## config.mk

```make
export PLATFORM = sky130hd
export DESIGN_NAME = alu_result_sink_flat
export DESIGN_NICKNAME = d
export VERILOG_FILES = /design/src/rtl/alu_result_sink_pkg.sv /design/src/rtl/alu_result_sink_if.sv /design/src/rtl/alu_result_sink_skid_buffer_2.sv /design/src/rtl/alu_result_sink.sv /design/src/flat_wrapper.sv
export SDC_FILE = /design/constraint.sdc
export NUM_CORES = 1
export LEC_CHECK = 0
export CELL_PAD_IN_SITES_DETAIL_PLACEMENT = 0
export CELL_PAD_IN_SITES_GLOBAL_PLACEMENT = 1
export CORE_ASPECT_RATIO = 1.25
export CORE_MARGIN = 2
export CORE_UTILIZATION = 31
export CTS_CLUSTER_SIZE = 14
export DETAILED_ROUTE_END_ITERATION = 16
export PLACE_DENSITY = 0.82
export SLEW_MARGIN = 0
export SYNTH_ARGS = -nofsm -noshare
export SYNTH_HDL_FRONTEND = slang
export SYNTH_SLANG_ARGS = --single-unit
```

## constraint.sdc

```tcl
create_clock -name Clk -period 1.2 [get_ports Clk]
set_input_delay 0.24 -clock Clk [delete_from_list [all_inputs] [get_ports Clk]]
set_output_delay 0.24 -clock Clk [all_outputs]
set_load 0.01 [all_outputs]
```

## src/rtl/alu_result_sink_pkg.sv

```systemverilog
// Shared ALU definitions: flag indices, condition codes, op codes.
// Imported by the result sink and its skid buffer.
package alu_result_sink_pkg;

  localparam int ZeroFlag  = 0;
  localparam int CarryFlag = 1;
  localparam int NegFlag   = 2;
  localparam int OverFlag  = 3;

  localparam logic [3:0] Cond_AL = 4'd0;
  localparam logic [3:0] Cond_EQ = 4'd1;
  localparam logic [3:0] Cond_NE = 4'd2;
  localparam logic [3:0] Cond_CS = 4'd3;
  localparam logic [3:0] Cond_CC = 4'd4;
  localparam logic [3:0] Cond_MI = 4'd5;
  localparam logic [3:0] Cond_PL = 4'd6;
  localparam logic [3:0] Cond_VS = 4'd7;
  localparam logic [3:0] Cond_VC = 4'd8;
  localparam logic [3:0] Cond_HI = 4'd9;
  localparam logic [3:0] Cond_LS = 4'd10;
  localparam logic [3:0] Cond_GE = 4'd11;
  localparam logic [3:0] Cond_LT = 4'd12;
  localparam logic [3:0] Cond_GT = 4'd13;
  localparam logic [3:0] Cond_LE = 4'd14;
  localparam logic [3:0] Cond_NV = 4'd15;

  typedef enum logic [3:0] {
    FuncAdd  = 4'd0,
    FuncAdc  = 4'd1,
    FuncSub  = 4'd2,
    FuncSbc  = 4'd3,
    FuncAnd  = 4'd4,
    FuncOr   = 4'd5,
    FuncXor  = 4'd6,
    FuncNot  = 4'd7,
    FuncShl  = 4'd8,
    FuncShr  = 4'd9,
    FuncPass = 4'd10
  } func_op_e;

  typedef enum logic [1:0] {
    CntEmpty = 2'd0,
    CntOne   = 2'd1,
    CntFull  = 2'd2
  } cnt_e;

endpackage

```

## src/rtl/alu_result_sink_if.sv

```systemverilog
// ALU result/flag handshake bundle between the ALU and the sink.
// The ALU side is master, the sink is slave.
interface alu_result_sink_if #(
  parameter int DataWidth = 8,
  parameter int FlagBits  = 4,
  parameter int DestBits  = 3
);
  logic [DataWidth-1:0] Y;
  logic [FlagBits-1:0]  OFlags;
  logic [FlagBits-1:0]  FlagMask;
  logic [DestBits-1:0]  InDest;
  logic                 InValid;
  logic                 InReady;

  modport master (
    output Y, OFlags, FlagMask, InDest, InValid,
    input  InReady
  );

  modport slave (
    input  Y, OFlags, FlagMask, InDest, InValid,
    output InReady
  );
endinterface

```

## src/rtl/alu_result_sink_skid_buffer_2.sv

```systemverilog
// Two-entry valid/ready buffer; head/tail registers plus count.
// Ready is registered from the next count so it never depends on inputs.
module skid_buffer_2
  import alu_result_sink_pkg::*;
#(
  parameter int Width = 11
) (
  input  logic             clk_i,
  input  logic             rst_i,
  input  logic [Width-1:0] in_data_i,
  input  logic             in_valid_i,
  output logic             in_ready_o,
  output logic [Width-1:0] out_data_o,
  output logic             out_valid_o,
  input  logic             out_ready_i
);

  cnt_e             cnt_q, cnt_d;
  logic [Width-1:0] head_q, head_d;
  logic [Width-1:0] tail_q, tail_d;
  logic             rdy_q;
  logic             push, pop;

  assign push        = in_valid_i & rdy_q;
  assign pop         = out_valid_o & out_ready_i;
  assign in_ready_o  = rdy_q;
  assign out_valid_o = (cnt_q != CntEmpty);
  assign out_data_o  = head_q;

  always_comb begin
    cnt_d  = cnt_q;
    head_d = head_q;
    tail_d = tail_q;
    unique case (cnt_q)
      CntEmpty: begin
        if (push) begin
          cnt_d  = CntOne;
          head_d = in_data_i;
        end
      end
      CntOne: begin
        if (push && pop) begin
          head_d = in_data_i;
        end else if (push) begin
          cnt_d  = CntFull;
          tail_d = in_data_i;
        end else if (pop) begin
          cnt_d = CntEmpty;
        end
      end
      CntFull: begin
        if (pop) begin
          cnt_d  = CntOne;
          head_d = tail_q;
        end
      end
      default: cnt_d = CntEmpty;
    endcase
  end

  always_ff @(posedge clk_i) begin
    if (rst_i) begin
      cnt_q  <= CntEmpty;
      head_q <= '0;
      tail_q <= '0;
      rdy_q  <= 1'b0;
    end else begin
      cnt_q  <= cnt_d;
      head_q <= head_d;
      tail_q <= tail_d;
      rdy_q  <= (cnt_d != CntFull);
    end
  end

endmodule

```

## src/rtl/alu_result_sink.sv

```systemverilog
// ALU result sink: skid-buffered write-back, status flags, cond decode.
// ALU_SINK_FORWARD_EN bypasses the pending flag merge onto Status.
module alu_result_sink
  import alu_result_sink_pkg::*;
#(
  parameter int DataWidth = 8,
  parameter int FlagBits  = 4,
  parameter int DestBits  = 3
) (
  input  logic                 Clk,
  input  logic                 Reset,
  alu_result_sink_if.slave     alu,
  output logic [DataWidth-1:0] OutData,
  output logic [DestBits-1:0]  OutDest,
  output logic                 OutValid,
  input  logic                 OutReady,
  output logic [FlagBits-1:0]  Status,
  input  logic [3:0]           CondSel,
  output logic                 CondTrue
);

  localparam int EntW = DataWidth + DestBits;

  logic [FlagBits-1:0] status_q, status_d;
  logic                push;

  skid_buffer_2 #(
    .Width(EntW)
  ) u_buf (
    .clk_i      (Clk),
    .rst_i      (Reset),
    .in_data_i  ({alu.Y, alu.InDest}),
    .in_valid_i (alu.InValid),
    .in_ready_o (alu.InReady),
    .out_data_o ({OutData, OutDest}),
    .out_valid_o(OutValid),
    .out_ready_i(OutReady)
  );

  assign push = alu.InValid & alu.InReady;

  always_comb begin
    status_d = status_q;
    if (push) begin
      status_d = (status_q & ~alu.FlagMask)
               | (alu.OFlags & alu.FlagMask);
    end
  end

  always_ff @(posedge Clk) begin
    if (Reset) begin
      status_q <= '0;
    end else begin
      status_q <= status_d;
    end
  end

`ifdef ALU_SINK_FORWARD_EN
  assign Status = status_d;
`else
  assign Status = status_q;
`endif

  logic z, c, n, v;
  assign z = Status[ZeroFlag];
  assign c = Status[CarryFlag];
  assign n = Status[NegFlag];
  assign v = Status[OverFlag];

  always_comb begin
    CondTrue = 1'b0;
    unique case (CondSel)
      Cond_AL: CondTrue = 1'b1;
      Cond_EQ: CondTrue = z;
      Cond_NE: CondTrue = ~z;
      Cond_CS: CondTrue = c;
      Cond_CC: CondTrue = ~c;
      Cond_MI: CondTrue = n;
      Cond_PL: CondTrue = ~n;
      Cond_VS: CondTrue = v;
      Cond_VC: CondTrue = ~v;
      Cond_HI: CondTrue = c & ~z;
      Cond_LS: CondTrue = ~c | z;
      Cond_GE: CondTrue = (n == v);
      Cond_LT: CondTrue = (n != v);
      Cond_GT: CondTrue = ~z & (n == v);
      Cond_LE: CondTrue = z | (n != v);
      Cond_NV: CondTrue = 1'b0;
    endcase
  end

endmodule

```

## src/flat_wrapper.sv

```systemverilog
// flat-port wrapper written by rule: the top's interface ports become plain ports
module alu_result_sink_flat import alu_result_sink_pkg::*;
#(
  parameter int DataWidth = 8,
  parameter int FlagBits  = 4,
  parameter int DestBits  = 3
)
  (Clk, Reset, OutData, OutDest, OutValid, OutReady, Status, CondSel, CondTrue, alu_Y, alu_OFlags, alu_FlagMask, alu_InDest, alu_InValid, alu_InReady);
  alu_result_sink_if #(.DataWidth(DataWidth), .FlagBits(FlagBits), .DestBits(DestBits)) alu_i ();
  input  logic Clk;
  input  logic Reset;
  output logic [DataWidth-1:0] OutData;
  output logic [DestBits-1:0] OutDest;
  output logic OutValid;
  input  logic OutReady;
  output logic [FlagBits-1:0] Status;
  input  logic [3:0] CondSel;
  output logic CondTrue;
  input wire logic [$bits(alu_i.Y)-1:0] alu_Y;
  input wire logic [$bits(alu_i.OFlags)-1:0] alu_OFlags;
  input wire logic [$bits(alu_i.FlagMask)-1:0] alu_FlagMask;
  input wire logic [$bits(alu_i.InDest)-1:0] alu_InDest;
  input wire logic [$bits(alu_i.InValid)-1:0] alu_InValid;
  output wire logic [$bits(alu_i.InReady)-1:0] alu_InReady;
  assign alu_i.Y = alu_Y;
  assign alu_i.OFlags = alu_OFlags;
  assign alu_i.FlagMask = alu_FlagMask;
  assign alu_i.InDest = alu_InDest;
  assign alu_i.InValid = alu_InValid;
  assign alu_InReady = alu_i.InReady;
  alu_result_sink #(.DataWidth(DataWidth), .FlagBits(FlagBits), .DestBits(DestBits)) u_core (.Clk(Clk), .Reset(Reset), .alu(alu_i), .OutData(OutData), .OutDest(OutDest), .OutValid(OutValid), .OutReady(OutReady), .Status(Status), .CondSel(CondSel), .CondTrue(CondTrue));
endmodule
```

After elaboration in Yosys (flattened, before gate mapping) --
Cells that the tools add are included.
Word-level totals: flip-flop bits (word level) 29, output and inout port bits 18, word-level logic and storage cells 61
Operators by class: equality and inequality tests 23, multiplexer cells 11, bitwise gates (word level) 15, reduce and logical (&&, ||, !) cells 7
Operators by type and width (number):
- 11-bit two-way mux | 3
- 11-bit case mux with 3 select lines | 1
- 4-bit equality test, second input constant | 8
- 4-bit by 3-bit equality test with 1-bit output, second input constant | 4
- 1-bit case mux with 16 select lines | 1
- 2-bit two-way mux | 5
- 4-bit AND | 2
- 4-bit by 2-bit equality test with 1-bit output, second input constant | 2
- 2-bit inequality test, second input constant | 4
- 2-bit case mux with 3 select lines | 1
- 1-bit NOT | 5
- 1-bit AND | 4
- 4-bit by 1-bit equality test with 1-bit output, second input constant | 1
- 4-bit zero test | 1
- 4-bit NOT | 1
- 4-bit OR | 1
- 4-bit AND reduction | 1
- 3-bit AND reduction | 1
- 3-bit nonzero test | 1
- 2-bit by 1-bit equality test with 1-bit output, second input constant | 1
- 2-bit equality test, second input constant | 1
- 2-bit zero test | 1
- 1-bit OR | 2
- 2-bit nonzero test | 1
- 3 further kinds | 3

Depth between registers and ports, before layout --
depth after elaboration 7, gate-level depth with buffers 6, mapped depth without buffers 5

Cells and area by module --
A second synthesis with hierarchy kept.
Second synthesis, totals: cell total of the unflattened synthesis 147, area total of the unflattened synthesis 1461.4 µm²
Modules (own cells, without submodules):
- skid_buffer_2 | instances 1, cells an instance 103, area an instance 1097.3 µm²
- alu_result_sink | instances 1, cells an instance 44, area an instance 364.1 µm²

Least setup slack after synthesis --
OpenSTA, ideal clock, no wires.
path kind register -> output, from register with a tool-made name, to output CondTrue, arrival 1.192 ns, setup slack -0.232 ns, cell stages (with the launch flop) 7, path through dfxtp_1 -> buf_2 -> nor2_1 -> nand3_1 -> o311ai_0 -> a221oi_1 -> o22ai_1
RTL lines:
- end: declaration | line flat_wrapper.sv:18 | output logic CondTrue;

==> key figures <==
Detailed routing
  • Via density per instance: about 4.8
  • Met3 WL post-DR: 231 um
  • Via count: roughly 1,300
  • Iter 0 DRT Violations: 54
  • Metal-1 WL: roughly 1400 um
  • Pre-Repair DR Iteration Count: 4
  • Detailed Route WL: between 3000 and 4000 um
  • Routed Antenna Nets: 0
  • WL per Instance: roughly 12 um
  • Top Metal Used: met4
  • Drt drc: 0
  • Metal2 WL: around 1600 um

Synth
  • Mean Syn Cell Area: between 9 and 10 um^2
  • Seq/Total Area, Yosys: between 30 and 40%
  • Share of the synthesized area in the top cell type: roughly 39%
  • Syn_nets: between 150 and 200
  • Synth top area cells: dfxtp_1, mux2i_1, a211oi_2, nor2_1, nand2_1
  • Syn. warnings: 0
  • Largest area contributor in the netlist: dfxtp_1
  • Commonest cells post-synth: dfxtp_1, mux2i_1, nor2_1, nand2_1, a211oi_2
  • Main synth FF type: dfxtp_1
  • Yosys reg bits: 29
  • Mapped Cells: about 160
  • Top-count cell post-synth: dfxtp_1
  • Post-synth ARST share: 0%
  • Mapped cell area: about 0.0015 mm^2
  • Yosys cell types: 30
  • Post-synth EDFFs: 0

STA
  • Final period util: 145%
  • Max Fclk: 576 MHz
  • Hold Violations, Final: 0
  • Tightest Pin Transition: around 0.3 ns
  • Worst hold slack: between 0.4 and 0.5 ns
  • Max-slew violation count: 0
  • Unrepaired setup endpoints after global routing: true
  • Tmin final: approximately 1.7 ns
  • Final setup margin: -0.535 ns
  • Clock skew: approximately 0.0014 ns
  • Slew HR: 79.6%
  • # setup viols final: 24

Layout
  • Reg area: ~600 um^2
  • Fin nets: between 200 and 250
  • Fraction of layout cells with a size suffix above 1: about 36%
  • Layout area overhead: 56.5%
  • Multi-input logic area: ~910 um^2
  • Fillers: 490
  • Antenna cell count: 0

CTS
  • CTS sink cnt: 29
  • Clock Tree Buf Depth: 2
  • Worst-Skew Late Latency: 0.28 ns
  • CTS Buf Count: 5
  • Clock-pin slew on the worst setup and hold paths: 0.06 ns
  • Clock H-tree levels: 2
  • Root Driver: clkbuf_8
  • CTS hold repair buffers: 0
  • TritonCTS clock tree: done

Worst setup path
  • Crit path kind: reg2out
  • R2R setup slack: -0.10 ns
  • CP Launch Type: flop
  • Critical Path AT: ~1.5 ns
  • R2R Path End: u_core.u_buf.tail_q[8]
  • R2R Path Start: u_core.u_buf.cnt_q[1]
  • Crit end category: output port
  • Worst endpoint required time: between 0.9 and 1 ns
  • Crit-path max FO: 7
  • Reg2Reg Depth: 5

Global routing
  • Pin count of the biggest net entering global routing: 30
  • Vias in the first global route: 1,360
  • Initial antenna violation count: 0
  • Total grt overflow: 0
  • GRT Resource Usage Total: between 10% and 20%
  • First-pass GRT wire length: 5840 um

Power and ir drop
  • PD cells: just over 1000 mW/mm^2
  • Pleak: roughly 0.00097 uW
  • Tot Pwr: around 2400 uW
  • VDD IR-drop max: ~0.00075 V

Flow run
  • Max-Cap Viols: 0

Min path
  • Hold Path Depth: 2
  • Hold Crit Start: u_core.u_buf.tail_q[2]
  • Hold EP: u_core.u_buf.tail_q[2]
  • Hold WC Path Type: reg2reg

Placed design
  • Port Buffer Count: 44
  • HPWL Detailed: about 2300 um
  • GP Congestion: between 0.7 and 0.8

Run status
  • Status: finished, violations left
  • Failing checks: negative setup slack

Floorplan
  • Die width: around 66 um
  • Die H: roughly 82 um
  • FP Rows: 28
  • Die ar.: roughly 0.0054 mm^2
  • Boundary Pins: 45
  • Initial Utilization: around a third
  • Core area: 0.00469 mm^2
## kinds of logic after synthesis
kind of cell | after synthesis | synth area share (%)
xor gates and xnor gates | 1 | 0.586
and+or+nand+nor | 63 | 21.3
muxes | 25 | 16.7
buffers and inverters | 14 | 6.44
DFF | 29 | 38.8
AOI/OAI and AO/OA | 26 | 16.2
## per-stage QoR
| stage | TNS [ns] | area (um^2) | utilization, % | std cells | worst slack, ns |
|---|---|---|---|---|---|
| finish | -2.00 | 2340 | 49.8 | 282 | -0.535 |
| global route | -3.94 | 2340 | 49.8 | 282 | -0.664 |
| CTS | -1.90 | 2320 | 49.5 | 281 | -0.578 |
| detailed placement | -13.39 | 2200 | 46.9 | 272 | -1.06 |
| global placement | -12.88 | 2200 | 46.9 | 272 | -1.02 |
| floorplan | -0.302 | 1540 | - | 158 | -0.162 |
## placed cells by master, fill, tap and decap left out, types with 5 or more instances in the layout
cell	synthesis	layout
dfxtp_2	0	5
nand2_1	17	16
nand3_1	7	7
buf_4	0	15
a21oi_1	7	6
clkdlybuf4s50_1	0	21
a211oi_2	11	11
mux2i_1	25	23
nor2_2	9	6
nor2_1	19	16
clkbuf_8	0	5
buf_2	3	5
dlygate4sd2_1	0	14
buf_12	1	7
dfxtp_1	29	21
nor2_4	0	6
## final cells by class
cell class,count,area share [%]
repair buffers,68,28.6
well taps,60,3.21
clock buffers,6,3.10
clock inverters,2,0.428
inverters,2,0.321
flip-flops and latches,29,25.6
multi-input cells,115,38.8
## how the worst max path moves through the flow
stage	end	slack, ns	cells after the start
final	CondTrue	-0.53	6
after global routing	CondTrue	-0.66	6
after CTS	CondTrue	-0.58	6
after detailed placement	CondTrue	-1.06	6
after global placement	CondTrue	-1.02	6
after floorplan	CondTrue	-0.16	6
## where the power goes
group          leakage, uW  switching (uW)  internal, uW
Clock            0.0000450             365           401
Sequential        0.000241            42.1          1010
Combinational     0.000689             243           324
Total             0.000975             650          1740
## critical path, stage by stage (launching register included)
cell and delay, ns:
dfxtp_4 0.37, xnor2_2 0.18, mux2i_1 0.09, nor2_1 0.11, mux2i_1 0.24, o22ai_2 0.08, buf_2 0.15
## what timing repair did
| item | in CTS | in global routing |
|---|---|---|
| buffers inserted | 1 | 1 |
| setup endpoints to repair | 41 | 30 |
| pin swaps | 16 | 2 |
| resized for setup | 63 | 8 |
## per-layer routing
| metal | up-vias | global-route usage [%] |
|---|---|---|
| li1 | 681 | - |
| met1 | 622 | 16.1 |
| met2 | 37 | 24.4 |
| met3 | 6 | 4.38 |
| met4 | 0 | 5.51 |
| met5 | - | 0 |
(Power assumes the default switching activity.)
